--- config.mk ---
export PLATFORM = sky130hd
export DESIGN_NAME = anim_sequencer_flat
export DESIGN_NICKNAME = d
export VERILOG_FILES = /design/src/rtl/anim_sequencer_if.sv /design/src/rtl/anim_sequencer.sv /design/src/flat_wrapper.sv
export SDC_FILE = /design/constraint.sdc
export NUM_CORES = 1
export LEC_CHECK = 0
export CORE_MARGIN = 2
export CORE_UTILIZATION = 52
export DETAILED_ROUTE_END_ITERATION = 8
export HOLD_SLACK_MARGIN = 0.03
export PLACE_DENSITY = 0.79
export SYNTH_ARGS = -nofsm -noshare
export SYNTH_HDL_FRONTEND = slang
export SYNTH_SLANG_ARGS = --single-unit
--- constraint.sdc ---
create_clock -name clk_24 -period 2.5 [get_ports clk_24]
set_input_delay 0.5 -clock clk_24 [delete_from_list [all_inputs] [get_ports clk_24]]
set_output_delay 0.5 -clock clk_24 [all_outputs]
set_load 0.02 [all_outputs]
--- src/rtl/anim_sequencer_if.sv ---
// Request handshake and display-side outputs of the pet-screen animation sequencer.
interface anim_sequencer_if;
  logic       req_valid;
  logic [1:0] req_act;
  logic       req_ready;
  logic [1:0] anim_sel;
  logic [3:0] step;
  logic       frame_start;
  logic       busy;

  modport master (
    output req_valid,
    output req_act,
    input  req_ready,
    input  anim_sel,
    input  step,
    input  frame_start,
    input  busy
  );

  modport slave (
    input  req_valid,
    input  req_act,
    output req_ready,
    output anim_sel,
    output step,
    output frame_start,
    output busy
  );
endinterface

--- src/rtl/anim_sequencer.sv ---
// Animation sequencer: picks idle/eat/play/sleep and the frame index, switching
// animations only on loop boundaries. One-entry request buffer; idle timeout to sleep.
module anim_sequencer #(
  parameter int IDLE_FRAMES   = 16,
  parameter int ACT_FRAMES    = 8,
  parameter int ACT_LOOPS     = 3,
  parameter int SLEEP_TIMEOUT = 64
) (
  input  logic            clk_24,
  input  logic            rst,
  anim_sequencer_if.slave bus
);

  typedef enum logic [1:0] {
    ST_IDLE  = 2'd0,
    ST_ACT   = 2'd1,
    ST_SLEEP = 2'd2
  } state_t;

  localparam logic [1:0] ACT_WAKE  = 2'd0;
  localparam logic [1:0] ACT_EAT   = 2'd1;
  localparam logic [1:0] ACT_PLAY  = 2'd2;
  localparam logic [1:0] ACT_SLEEP = 2'd3;

  localparam logic [3:0] IDLE_LAST = 4'(IDLE_FRAMES - 1);
  localparam logic [3:0] ACT_LAST  = 4'(ACT_FRAMES - 1);
  localparam logic [3:0] LOOP_LAST = 4'(ACT_LOOPS - 1);
  localparam logic [7:0] TIMEOUT   = 8'(SLEEP_TIMEOUT);

  state_t     state_r, state_s;
  logic [3:0] step_r, step_s;
  logic [1:0] act_r, act_s;
  logic [3:0] loop_r, loop_s;
  logic [7:0] idle_cnt_r, idle_cnt_s;
  logic       pend_valid_r, pend_valid_s;
  logic [1:0] pend_act_r, pend_act_s;
  logic [1:0] anim_sel_r, anim_sel_s;
  logic [3:0] last_s;
  logic       le_s;
  logic       accept_s;
  logic       consume_s;

  // Loop-end detect and request handshake decode from current registers.
  always_comb begin
    last_s   = (state_r == ST_ACT) ? ACT_LAST : IDLE_LAST;
    le_s     = (step_r == last_s);
    accept_s = bus.req_valid && !pend_valid_r;
  end

  // Next state, frame step and loop counter; transitions happen only at loop end.
  always_comb begin
    state_s   = state_r;
    act_s     = act_r;
    loop_s    = loop_r;
    consume_s = 1'b0;
    step_s    = step_r + 4'd1;
    if (le_s) begin
      step_s = 4'd0;
      case (state_r)
        ST_IDLE: begin
          if (pend_valid_r) begin
            consume_s = 1'b1;
            case (pend_act_r)
              ACT_EAT, ACT_PLAY: begin
                state_s = ST_ACT;
                act_s   = pend_act_r;
                loop_s  = 4'd0;
              end
              ACT_SLEEP: state_s = ST_SLEEP;
              default:   state_s = ST_IDLE;
            endcase
          end else if (idle_cnt_r == TIMEOUT) begin
            state_s = ST_SLEEP;
          end else begin
            state_s = ST_IDLE;
          end
        end
        ST_ACT: begin
          if (pend_valid_r && (pend_act_r == ACT_WAKE)) begin
            // Cancel cuts the action short at this loop end.
            consume_s = 1'b1;
            state_s   = ST_IDLE;
          end else if (loop_r == LOOP_LAST) begin
            // Any other buffered request waits for the next idle loop end.
            state_s = ST_IDLE;
          end else begin
            loop_s = loop_r + 4'd1;
          end
        end
        ST_SLEEP: begin
          if (pend_valid_r) begin
            consume_s = 1'b1;
            // Anything but another sleep request only wakes the pet.
            if (pend_act_r != ACT_SLEEP) begin
              state_s = ST_IDLE;
            end else begin
              state_s = ST_SLEEP;
            end
          end else begin
            state_s = ST_SLEEP;
          end
        end
        default: begin
          state_s = ST_IDLE;
          loop_s  = 4'd0;
        end
      endcase
    end else begin
      step_s = step_r + 4'd1;
    end
  end

  // Pending buffer, idle timer and the animation select that follows the next state.
  always_comb begin
    pend_valid_s = pend_valid_r;
    pend_act_s   = pend_act_r;
    if (accept_s) begin
      pend_valid_s = 1'b1;
      pend_act_s   = bus.req_act;
    end else if (consume_s) begin
      pend_valid_s = 1'b0;
    end else begin
      pend_valid_s = pend_valid_r;
    end

    idle_cnt_s = idle_cnt_r;
    if (accept_s) begin
      idle_cnt_s = 8'd0;
    end else if ((state_s == ST_IDLE) && (state_r != ST_IDLE)) begin
      idle_cnt_s = 8'd0;
    end else if ((state_r == ST_IDLE) && !pend_valid_r && (idle_cnt_r != TIMEOUT)) begin
      idle_cnt_s = idle_cnt_r + 8'd1;
    end else begin
      idle_cnt_s = idle_cnt_r;
    end

    case (state_s)
      ST_IDLE:  anim_sel_s = 2'd0;
      ST_ACT:   anim_sel_s = act_s;
      ST_SLEEP: anim_sel_s = 2'd3;
      default:  anim_sel_s = 2'd0;
    endcase
  end

  // State and counter registers with asynchronous reset.
  always_ff @(posedge clk_24 or posedge rst) begin
    if (rst) begin
      state_r      <= ST_IDLE;
      step_r       <= 4'd0;
      act_r        <= 2'd0;
      loop_r       <= 4'd0;
      idle_cnt_r   <= 8'd0;
      pend_valid_r <= 1'b0;
      pend_act_r   <= 2'd0;
      anim_sel_r   <= 2'd0;
    end else begin
      state_r      <= state_s;
      step_r       <= step_s;
      act_r        <= act_s;
      loop_r       <= loop_s;
      idle_cnt_r   <= idle_cnt_s;
      pend_valid_r <= pend_valid_s;
      pend_act_r   <= pend_act_s;
      anim_sel_r   <= anim_sel_s;
    end
  end

  assign bus.anim_sel    = anim_sel_r;
  assign bus.step        = step_r;
  assign bus.frame_start = (step_r == 4'd0);
  assign bus.req_ready   = !pend_valid_r;
  assign bus.busy        = (state_r != ST_IDLE) || pend_valid_r;

endmodule

--- src/flat_wrapper.sv ---
// flat-port wrapper written by rule: the top's interface ports become plain ports
module anim_sequencer_flat 
#(
  parameter int IDLE_FRAMES   = 16,
  parameter int ACT_FRAMES    = 8,
  parameter int ACT_LOOPS     = 3,
  parameter int SLEEP_TIMEOUT = 64
)
  (clk_24, rst, bus_req_valid, bus_req_act, bus_req_ready, bus_anim_sel, bus_step, bus_frame_start, bus_busy);
  anim_sequencer_if bus_i ();
  input  logic clk_24;
  input  logic rst;
  input wire logic [$bits(bus_i.req_valid)-1:0] bus_req_valid;
  input wire logic [$bits(bus_i.req_act)-1:0] bus_req_act;
  output wire logic [$bits(bus_i.req_ready)-1:0] bus_req_ready;
  output wire logic [$bits(bus_i.anim_sel)-1:0] bus_anim_sel;
  output wire logic [$bits(bus_i.step)-1:0] bus_step;
  output wire logic [$bits(bus_i.frame_start)-1:0] bus_frame_start;
  output wire logic [$bits(bus_i.busy)-1:0] bus_busy;
  assign bus_i.req_valid = bus_req_valid;
  assign bus_i.req_act = bus_req_act;
  assign bus_req_ready = bus_i.req_ready;
  assign bus_anim_sel = bus_i.anim_sel;
  assign bus_step = bus_i.step;
  assign bus_frame_start = bus_i.frame_start;
  assign bus_busy = bus_i.busy;
  anim_sequencer #(.IDLE_FRAMES(IDLE_FRAMES), .ACT_FRAMES(ACT_FRAMES), .ACT_LOOPS(ACT_LOOPS), .SLEEP_TIMEOUT(SLEEP_TIMEOUT)) u_core (.clk_24(clk_24), .rst(rst), .bus(bus_i));
endmodule
# Yosys cells after proc, flatten, opt, wreduce, memory -nomap -nowiden
# Index checks and enable logic that the tools add are counted.
[op_classes]
muxes = 30
reduce_logical = 17
bitwise_logic = 1
n_addsub = 3
eq_ne = 16
[ops]
columns = ["cell", "n"]
rows = [
  ["2-to-1 mux 4 bit", 6],
  ["2-to-1 mux 8 bit", 3],
  ["2-to-1 mux 2 bit", 11],
  ["case mux 4 bit (3 select lines)", 1],
  ["adder 4 x 1 -> 4 bit (second input constant)", 2],
  ["adder 8 x 1 -> 8 bit (second input constant)", 1],
  ["equality test 2 bit (second input constant)", 4],
  ["equality test 8 x 7 -> 1 bit (second input constant)", 1],
  ["!= test 2 bit (second input constant)", 4],
  ["!= test 8 x 7 -> 1 bit (second input constant)", 1],
  ["case mux 2 bit (2 select lines)", 2],
  ["equality test 2 x 1 -> 1 bit (second input constant)", 3],
  ["logical NOT 2 bit", 3],
  ["case mux 2 bit (3 select lines)", 1],
  ["AND reduction 6 bit", 1],
  ["logical AND 1 bit", 5],
  ["2-to-1 mux 1 bit", 5],
  ["equality test 4 x 2 -> 1 bit (second input constant)", 1],
  ["equality test 4 bit", 1],
  ["logical NOT 4 bit", 1],
  ["nonzero test 2 bit", 2],
  ["OR reduction 2 bit", 2],
  ["nonzero test 3 bit", 1],
  ["!= test 2 x 1 -> 1 bit (second input constant)", 1],
  ["other kinds (4)", 4],
]
[word_totals]
out_inout_bits = 9
ff_bits = 25
wordCells = 75
inputBits = 5

# Longest topological paths before layout
# Gate-level depths: netlist of the first run.
[depth]
ltp_word = 10
depth_mapped = 11
ltp_nobuf = 10

# Worst setup path before layout of the first run
# OpenSTA, ideal clock, no wires.
[synth_path]
kind = "register -> register"
start = "register u_core.loop_r[0]"
end = "register u_core.idle_cnt_r[0]"
stages_incl_launch_ff = 12
setup_time_ns = 0.130
setup_slack_ns = 0.360
period_less_slack_ns = 2.140
arrival_ns = 2.010
t_required_ns = 2.370
n_path_buf = 1
path_cell_list = "dfrtp_1 > inv_1 > ha_1 > nor3b_1 > a211oi_1 > o31ai_1 > nor2b_1 > ha_1 > o21ai_0 > nand2b_1 > clkbuf_1 > nor2_1"
[synth_via]
elab_chain_len = 9
[synth_lines]
columns = ["item", "line", "rtl"]
rows = [
  ["start: declaration", "anim_sequencer.sv:33", "logic [3:0] loop_r, loop_s;"],
  ["start signal: assignment", "anim_sequencer.sv:160", "loop_r <= loop_s;"],
  ["equality test 4 x 2 -> 1 bit *", "anim_sequencer.sv:83", "end else if (loop_r == LOOP_LAST) begin"],
  ["2-to-1 mux 2 bit *", "anim_sequencer.sv:83", ""],
  ["2-to-1 mux 2 bit *", "anim_sequencer.sv:79", "if (pend_valid_r && (pend_act_r == ACT_WAKE)) begin"],
  ["case mux 2 bit (3 select lines) *", "anim_sequencer.sv:59", "case (state_r)"],
  ["2-to-1 mux 2 bit *", "anim_sequencer.sv:57", "if (le_s) begin"],
  ["logical NOT 2 bit *", "anim_sequencer.sv:129", "end else if ((state_s == ST_IDLE) && (state_r != ST_IDLE)) begin"],
  ["logical AND 1 bit *", "anim_sequencer.sv:129", ""],
  ["2-to-1 mux 8 bit", "anim_sequencer.sv:129", ""],
  ["2-to-1 mux 8 bit", "anim_sequencer.sv:127", "if (accept_s) begin"],
  ["end signal: assignment", "anim_sequencer.sv:161", "idle_cnt_r <= idle_cnt_s;"],
  ["end: declaration", "anim_sequencer.sv:34", "logic [7:0] idle_cnt_r, idle_cnt_s;"],
]
# Every way passes the cells marked *; elsewhere a longest branch is shown, timed or not.
# A chain may end at the register's enable or synchronous reset.

# Worst setup path after layout of the first run
[layout_path]
start = "register u_core.step_r[0], in the netlist u_core.bus.step[0]"
end = "output port bus_frame_start"
[layout_via]
elab_chain_len = 1
[layout_lines]
columns = ["item", "line", "rtl"]
rows = [
  ["start: declaration", "anim_sequencer.sv:31", "logic [3:0] step_r, step_s;"],
  ["start signal: assignment", "anim_sequencer.sv:158", "step_r <= step_s;"],
  ["logical NOT 4 bit", "anim_sequencer.sv:170", "assign bus.frame_start = (step_r == 4'd0);"],
  ["end: declaration", "flat_wrapper.sv:18", "output wire logic [$bits(bus_i.frame_start)-1:0] bus_frame_start;"],
]
# Every way passes these cells.

==> qor.yml, run 1 <==
timing:
  fin_crit_sh_pct: 91.0
  finalSetupViolCount: 0
  relSlewSlack_pct: 73.3
  slew_viol_final: 0
  hold_viol: 0
  skew_ns: 0.0125
  min_period_ns: 2.28
  tightest_slew_ns: 0.398
  grt_setup_unrepaired: "no"
  tns_ns: 0
  fmax_mhz: 440
logic_synthesis:
  synth_edf_count: 0
  synth.top_cell.area_share_pct: 41.8
  ys_seq_area_share_pct: 41.8
  syn-num-nets: 171
  avgSynthCellArea_sq_um: 9.72
  ys_top_cells_by_area: "dfrtp_1, ha_1, nor2_1"
  synth_area_leader_cell: "dfrtp_1"
  ys_async_sr_fraction_pct: 100
  postSynthCellCount: 154
  ys_warn_count: 0
  synthFlopType: "dfrtp_1"
  syn_area_sq_um: 1500
  synth_cell_types: 40
  ys_seq_elements: 25
detailed_routing:
  drt-pass1-iter-count: 4
  wl_per_cell_um: 14.3
  drt-total-wl_mm: 2.88
  vias: 1119
  drt_iter0_markers: 53
  drc: 0
  ant_nets: 0
  viasPerCell: 5.54
floorplanning:
  num_rows: 19
  die_y_um: 57.6
  dieWidth_um: 57.6
  ioPinCount: 14
  dieArea_sq_um: 3320
  start_util_pct: 54.7
  core_sq_um: 2730
placed_design:
  dp_cells: 198
  dp_hpwl_mm: 2.17
  gp_congestion: 0.947
  io_buffers: 13
grt:
  grt_antenna_before_repair: 0
  grt_pass1_vias: 1049
  grt.overflow.total: 0
  grt_max_degree: 26
  grt_pass1_wl_mm: 4.77
  grt_use_total_pct: 18.7
clock_network:
  post-cts-setup-buffer-count: 0
  htreeDepth: 1
  holdBufCountCts: 0
  clockRootBuffer: "clkbuf_4"
  clk_latency_ns: 0.32
  tritoncts: "built"
  cts_sinks: 25
  clk_pin_slew_ns: 0.14
  clk_path_buf_depth: 2
  cts_buffers: 3
  ctsResizeCount: 0
cells_and_area:
  syn2layout_area_growth_pct: 13.1
  post-route-util_pct: 61.9
  diodes: 0
  drive_gt1_share_pct: 9.36
  final_cells: 202
  seq_area_sq_um: 626
  nFillCells: 230
  multi_input_area_sq_um: 774
  num-nets-final: 189
critical_path:
  critPathRequiredTime_ns: 2.00
  cp_max_fo: 5
  worst_setup_path_end_kind: "primary output"
  startpoint_type: "flip-flop"
  arrival_ns: 1.78
  crit_type: "flip-flop to primary output"
  ff2ff_setup_slack_ns: 0.26
run:
  drv_cap: 0
power:
  p_leak_nw: 0.760
  ir_worst_vdd_uv: 423
  power_density_nw_per_um2: 772
status:
  status: "finished clean"
min_path:
  hp-class: "input port to asynchronous set/reset pin"
==> state kept, by name, indices dropped and copies added (netlist names) <==
signal,flops
u_core.act_r,2
u_core.bus.anim_sel,2
u_core.bus.step,4
u_core.idle_cnt_r,8
u_core.loop_r,4
u_core.pend_act_r,2
u_core.pend_valid_r,1
u_core.state_r,2
==> synth_stat cells (all sizes together) (3+ instances only) <==
master  count
a31oi       4
dfrtp      25
nor2       17
inv        16
mux2i       3
nand2b      5
a211oi      3
xor2        4
a21oi       3
nor3        5
xnor2       6
buf         3
o21ai       9
nand2       6
nand3       5
ha         12
==> critical path, cell delays in order (launching register included) <==
cell and delay [ns]:
dfrtp_1 0.45, inv_1 0.07, ha_1 0.14, nor3b_1 0.17
clkdlybuf4s50_1 0.63
==> placed cells by master (no fill, tap or decap), drive strengths merged, types with 2 or more instances in the layout <==
master / n
xor2: 4
nand3: 5
xnor2: 6
inv: 16
and4bb: 2
dfrtp: 25
nor2: 17
a31oi: 4
nor3b: 2
nand4: 2
clkdlybuf4s50: 13
nand3b: 2
nand2: 6
o21ai: 9
nand2b: 5
nor4: 2
mux2i: 3
a21oi: 3
nor2b: 2
and3: 2
clkbuf: 4
a211oi: 3
ha: 12
buf: 5
o2bb2ai: 2
nor3: 5
==> metrics by stage <==
| stage | setup WS (ns) | power (mW) | cell area [sq um] | hold slack, ns |
|---|---|---|---|---|
| floorplan | 0.360 | 0.980 | 1500 | 0.447 |
| global placement | 0.281 | 1.10 | 1660 | 0.466 |
| detailed placement | 0.227 | 1.13 | 1660 | 0.492 |
| CTS | 0.189 | 1.32 | 1690 | 0.507 |
| global route | 0.0603 | 1.41 | 1690 | 0.508 |
| finish | 0.225 | 1.31 | 1690 | 0.498 |
==> logic make-up (layout without fill, tap and decap cells) <==
kind of cell | after synthesis | in the layout | synth area share [%]
buffers and inverters | 21 | 38 | 6.77
XOR/XNOR | 10 | 10 | 5.85
adder cells (fa/ha/maj) | 12 | 12 | 10.0
AO/OA/AOI/OAI | 28 | 28 | 12.3
multiplexers | 3 | 3 | 2.01
flip-flops | 25 | 25 | 41.8
AND/OR/NAND/NOR | 55 | 55 | 21.2
==> final timing paths <==
check	from	endpoint	depth (start not counted)
worst max register to register	u_core.state_r[1]$_DFF_PP0_	u_core.idle_cnt_r[2]$_DFFE_PP0P_	8
min in group clk_24	u_core.act_r[1]$_DFF_PP0_	u_core.act_r[1]$_DFF_PP0_	2
worst min-delay path	rst	u_core.bus.step[3]$_DFF_PP0_	3
worst min register to register	u_core.act_r[1]$_DFF_PP0_	u_core.act_r[1]$_DFF_PP0_	2
max in group asynchronous	rst	u_core.idle_cnt_r[6]$_DFFE_PP0P_	3
worst max-delay path	u_core.bus.step[0]$_DFF_PP0_	bus_frame_start	4
==> metal layers <==
metal	up-vias	wire length, um	global-route usage [%]
met5	-	0	0
met4	0	35	7.97
met3	4	112	2.68
met2	25	1310	30.2
met1	527	1420	25.1
li1	563	-	-
==> cell type report <==
type | instances | area share, %
repair buffers | 18 | 9.90
clock buffers | 4 | 1.55
flip-flops and latches | 25 | 37.0
multi-input cells | 108 | 45.8
inverters | 16 | 3.55
well taps | 31 | 2.29
==> power by group <==
part	switching [mW]	total (mW)	internal, mW
registers	0.0895	0.568	0.479
clock network	0.121	0.183	0.0625
logic	0.319	0.556	0.237
total	0.529	1.31	0.778
(Power assumes the default switching activity.)
==> run 2, diff against run 1 <==
CAP_MARGIN = 20   (was default)
CORE_ASPECT_RATIO = 0.7   (was default)
==> qor.yml, run 2 (same netlist as run 1, synthesis figures left out) <==
clock_network:
  clockRootBuffer: "clkbuf_8"
  clk_path_buf_depth: 2
  cts_buffers: 3
  cts_sinks: 25
  clk_pin_slew_ns: 0.08
  tritoncts: "built"
  htreeDepth: 1
  clk_latency_ns: 0.27
status:
  status: "finished clean"
min_path:
  holdPathStages: 2
  min_from: "u_core.act_r[1]$_DFF_PP0_"
  hp-class: "flip-flop to flip-flop"
  hold_end: "u_core.act_r[1]$_DFF_PP0_"
floorplanning:
  start_util_pct: 54.2
  ioPinCount: 14
  dieArea_sq_um: 3330
  die_y_um: 48.9
  core_sq_um: 2760
  dieWidth_um: 68.1
  num_rows: 16
cells_and_area:
  regMostFlops: "u_core.idle_cnt_r"
  diodes: 0
  largest_reg_flops: 8
  num-nets-final: 189
  drive_gt1_share_pct: 9.36
  layout_common_cells: "dfrtp_1, nor2_1, inv_1, clkdlybuf4s50_1, ha_1"
  final_common_cell: "dfrtp_1"
  syn2layout_area_growth_pct: 14.8
critical_path:
  worst_setup_path_end_kind: "primary output"
  reg2regPathDepth: 9
  startpoint_type: "flip-flop"
  arrival_ns: 1.71
  crit_slowest_cell: "clkdlybuf4s50_1"
  slowest_delay_ns: 0.63
  crit_family: "buffers and inverters"
  ff2ff_setup_slack_ns: 0.30
  critPathRequiredTime_ns: 2.00
  cp_max_fo: 14
  r2r-start: "u_core.state_r[1]$_DFF_PP0_"
  cp_cell_sequence: "nor3b_1 -> clkdlybuf4s50_1"
  critical_path_buf_inv_count: 1
  worstReg2RegEnd: "u_core.idle_cnt_r[3]$_DFFE_PP0P_"
  crit_type: "flip-flop to primary output"
detailed_routing:
  drt-total-wl_mm: 2.87
  drt_iter0_markers: 69
  viasPerCell: 5.49
  vias: 1136
  ant_nets: 0
  drc: 0
  wl_per_cell_um: 13.9
  drt-pass1-iter-count: 4
run:
  drv_cap: 0
power:
  total_power_mw: 1.37
  power_density_nw_per_um2: 798
  ir_worst_vdd_uv: 540
  p_leak_nw: 0.768
timing:
  fin_crit_sh_pct: 88.4
  fmax_mhz: 452
  slew_viol_final: 0
  skew_ns: 0.00301
  finalSetupViolCount: 0
  grt_setup_unrepaired: "no"
  tns_ns: 0
  relSlewSlack_pct: 69.0
  layout_setup_ws_ns: 0.290
  hold_viol: 0
  tightest_slew_ns: 0.465
  min_period_ns: 2.21
grt:
  grt_max_degree: 26
  grt.overflow.total: 0
  grt_use_total_pct: 20.8
  grt_pass1_wl_mm: 5.20
  grt_antenna_before_repair: 0
  grt_pass1_vias: 1133
placed_design:
  gp_congestion: 0.812
  io_buffers: 13
  dp_hpwl_mm: 2.20
  dpl_worst_slack_ns: 0.114
-- run 2: cell counts in the layout (fill, tap and decap cells not counted) --
Identical to the previous run, type by type.
-- run 2: how the worst max path moves through the flow --
stage / start / end / slack, ns / cells after the start
6_report: u_core.bus.step[3]$_DFF_PP0_ / bus_frame_start / 0.29 / 2
5_1_grt: u_core.loop_r[0]$_DFFE_PP0P_ / u_core.idle_cnt_r[3]$_DFFE_PP0P_ / 0.09 / 11
4_1_cts: u_core.loop_r[0]$_DFFE_PP0P_ / u_core.idle_cnt_r[3]$_DFFE_PP0P_ / 0.09 / 10
3_5_place_dp: u_core.loop_r[0]$_DFFE_PP0P_ / u_core.idle_cnt_r[3]$_DFFE_PP0P_ / 0.11 / 10
3_3_place_gp: u_core.loop_r[0]$_DFFE_PP0P_ / u_core.idle_cnt_r[1]$_DFFE_PP0P_ / 0.26 / 10
2_1_floorplan: u_core.loop_r[0]$_DFFE_PP0P_ / u_core.idle_cnt_r[0]$_DFFE_PP0P_ / 0.36 / 11
-- run 2: worst reg2reg max path: stages, from the launching register on --
cell,delay (ns)
dfrtp_1,0.53
and2b_1,0.26
xnor2_1,0.16
o31ai_1,0.35
nor2b_1,0.26
ha_1,0.17
o21ai_0,0.07
nand2b_1,0.08
buf_4,0.16
nor2_1,0.07
-- run 2: repair_timing --
action,in CTS,in global routing
resized for setup,0,1
hold buffers,0,0
setup buffers,0,1
endpoints found under the setup margin,0,9
-- run 2: through the flow --
| stage | hold WS, ns | utilization (%) | instances | cell area [sq um] |
|---|---|---|---|---|
| 3_5_place_dp | 0.482 | 60.1 | 202 | 1660 |
| 2_1_floorplan | 0.447 | - | 154 | 1500 |
| 5_1_grt | 0.548 | 62.2 | 207 | 1720 |
| 4_1_cts | 0.502 | 61.7 | 206 | 1710 |
| 6_report | 0.495 | 62.2 | 207 | 1720 |
| 3_3_place_gp | 0.468 | 60.1 | 202 | 1660 |
-- run 2: layout make-up --
cell class	instances	area (sq um)
sequential	25	626
clock buffer	4	45.0
timing repair buffer	18	168
tap	36	45.0
inverter	16	60.1
multi-input combinational	108	774
fill	222	1040
-- run 2: layer usage --
| layer | part of all wire [%] | global-route usage [%] | vias up |
|---|---|---|---|
| met2 | 49 | 33.0 | 16 |
| met3 | 3.3 | 6.00 | 5 |
| met5 | 0 | 0 | - |
| met1 | 47 | 27.6 | 551 |
| li1 | - | - | 564 |
| met4 | 1.0 | 6.00 | 0 |
-- run 2: where the power goes --
group / internal, mW / switching, mW / total, mW
Sequential: 0.479 / 0.0999 / 0.578
Combinational: 0.241 / 0.315 / 0.556
Clock: 0.114 / 0.121 / 0.235
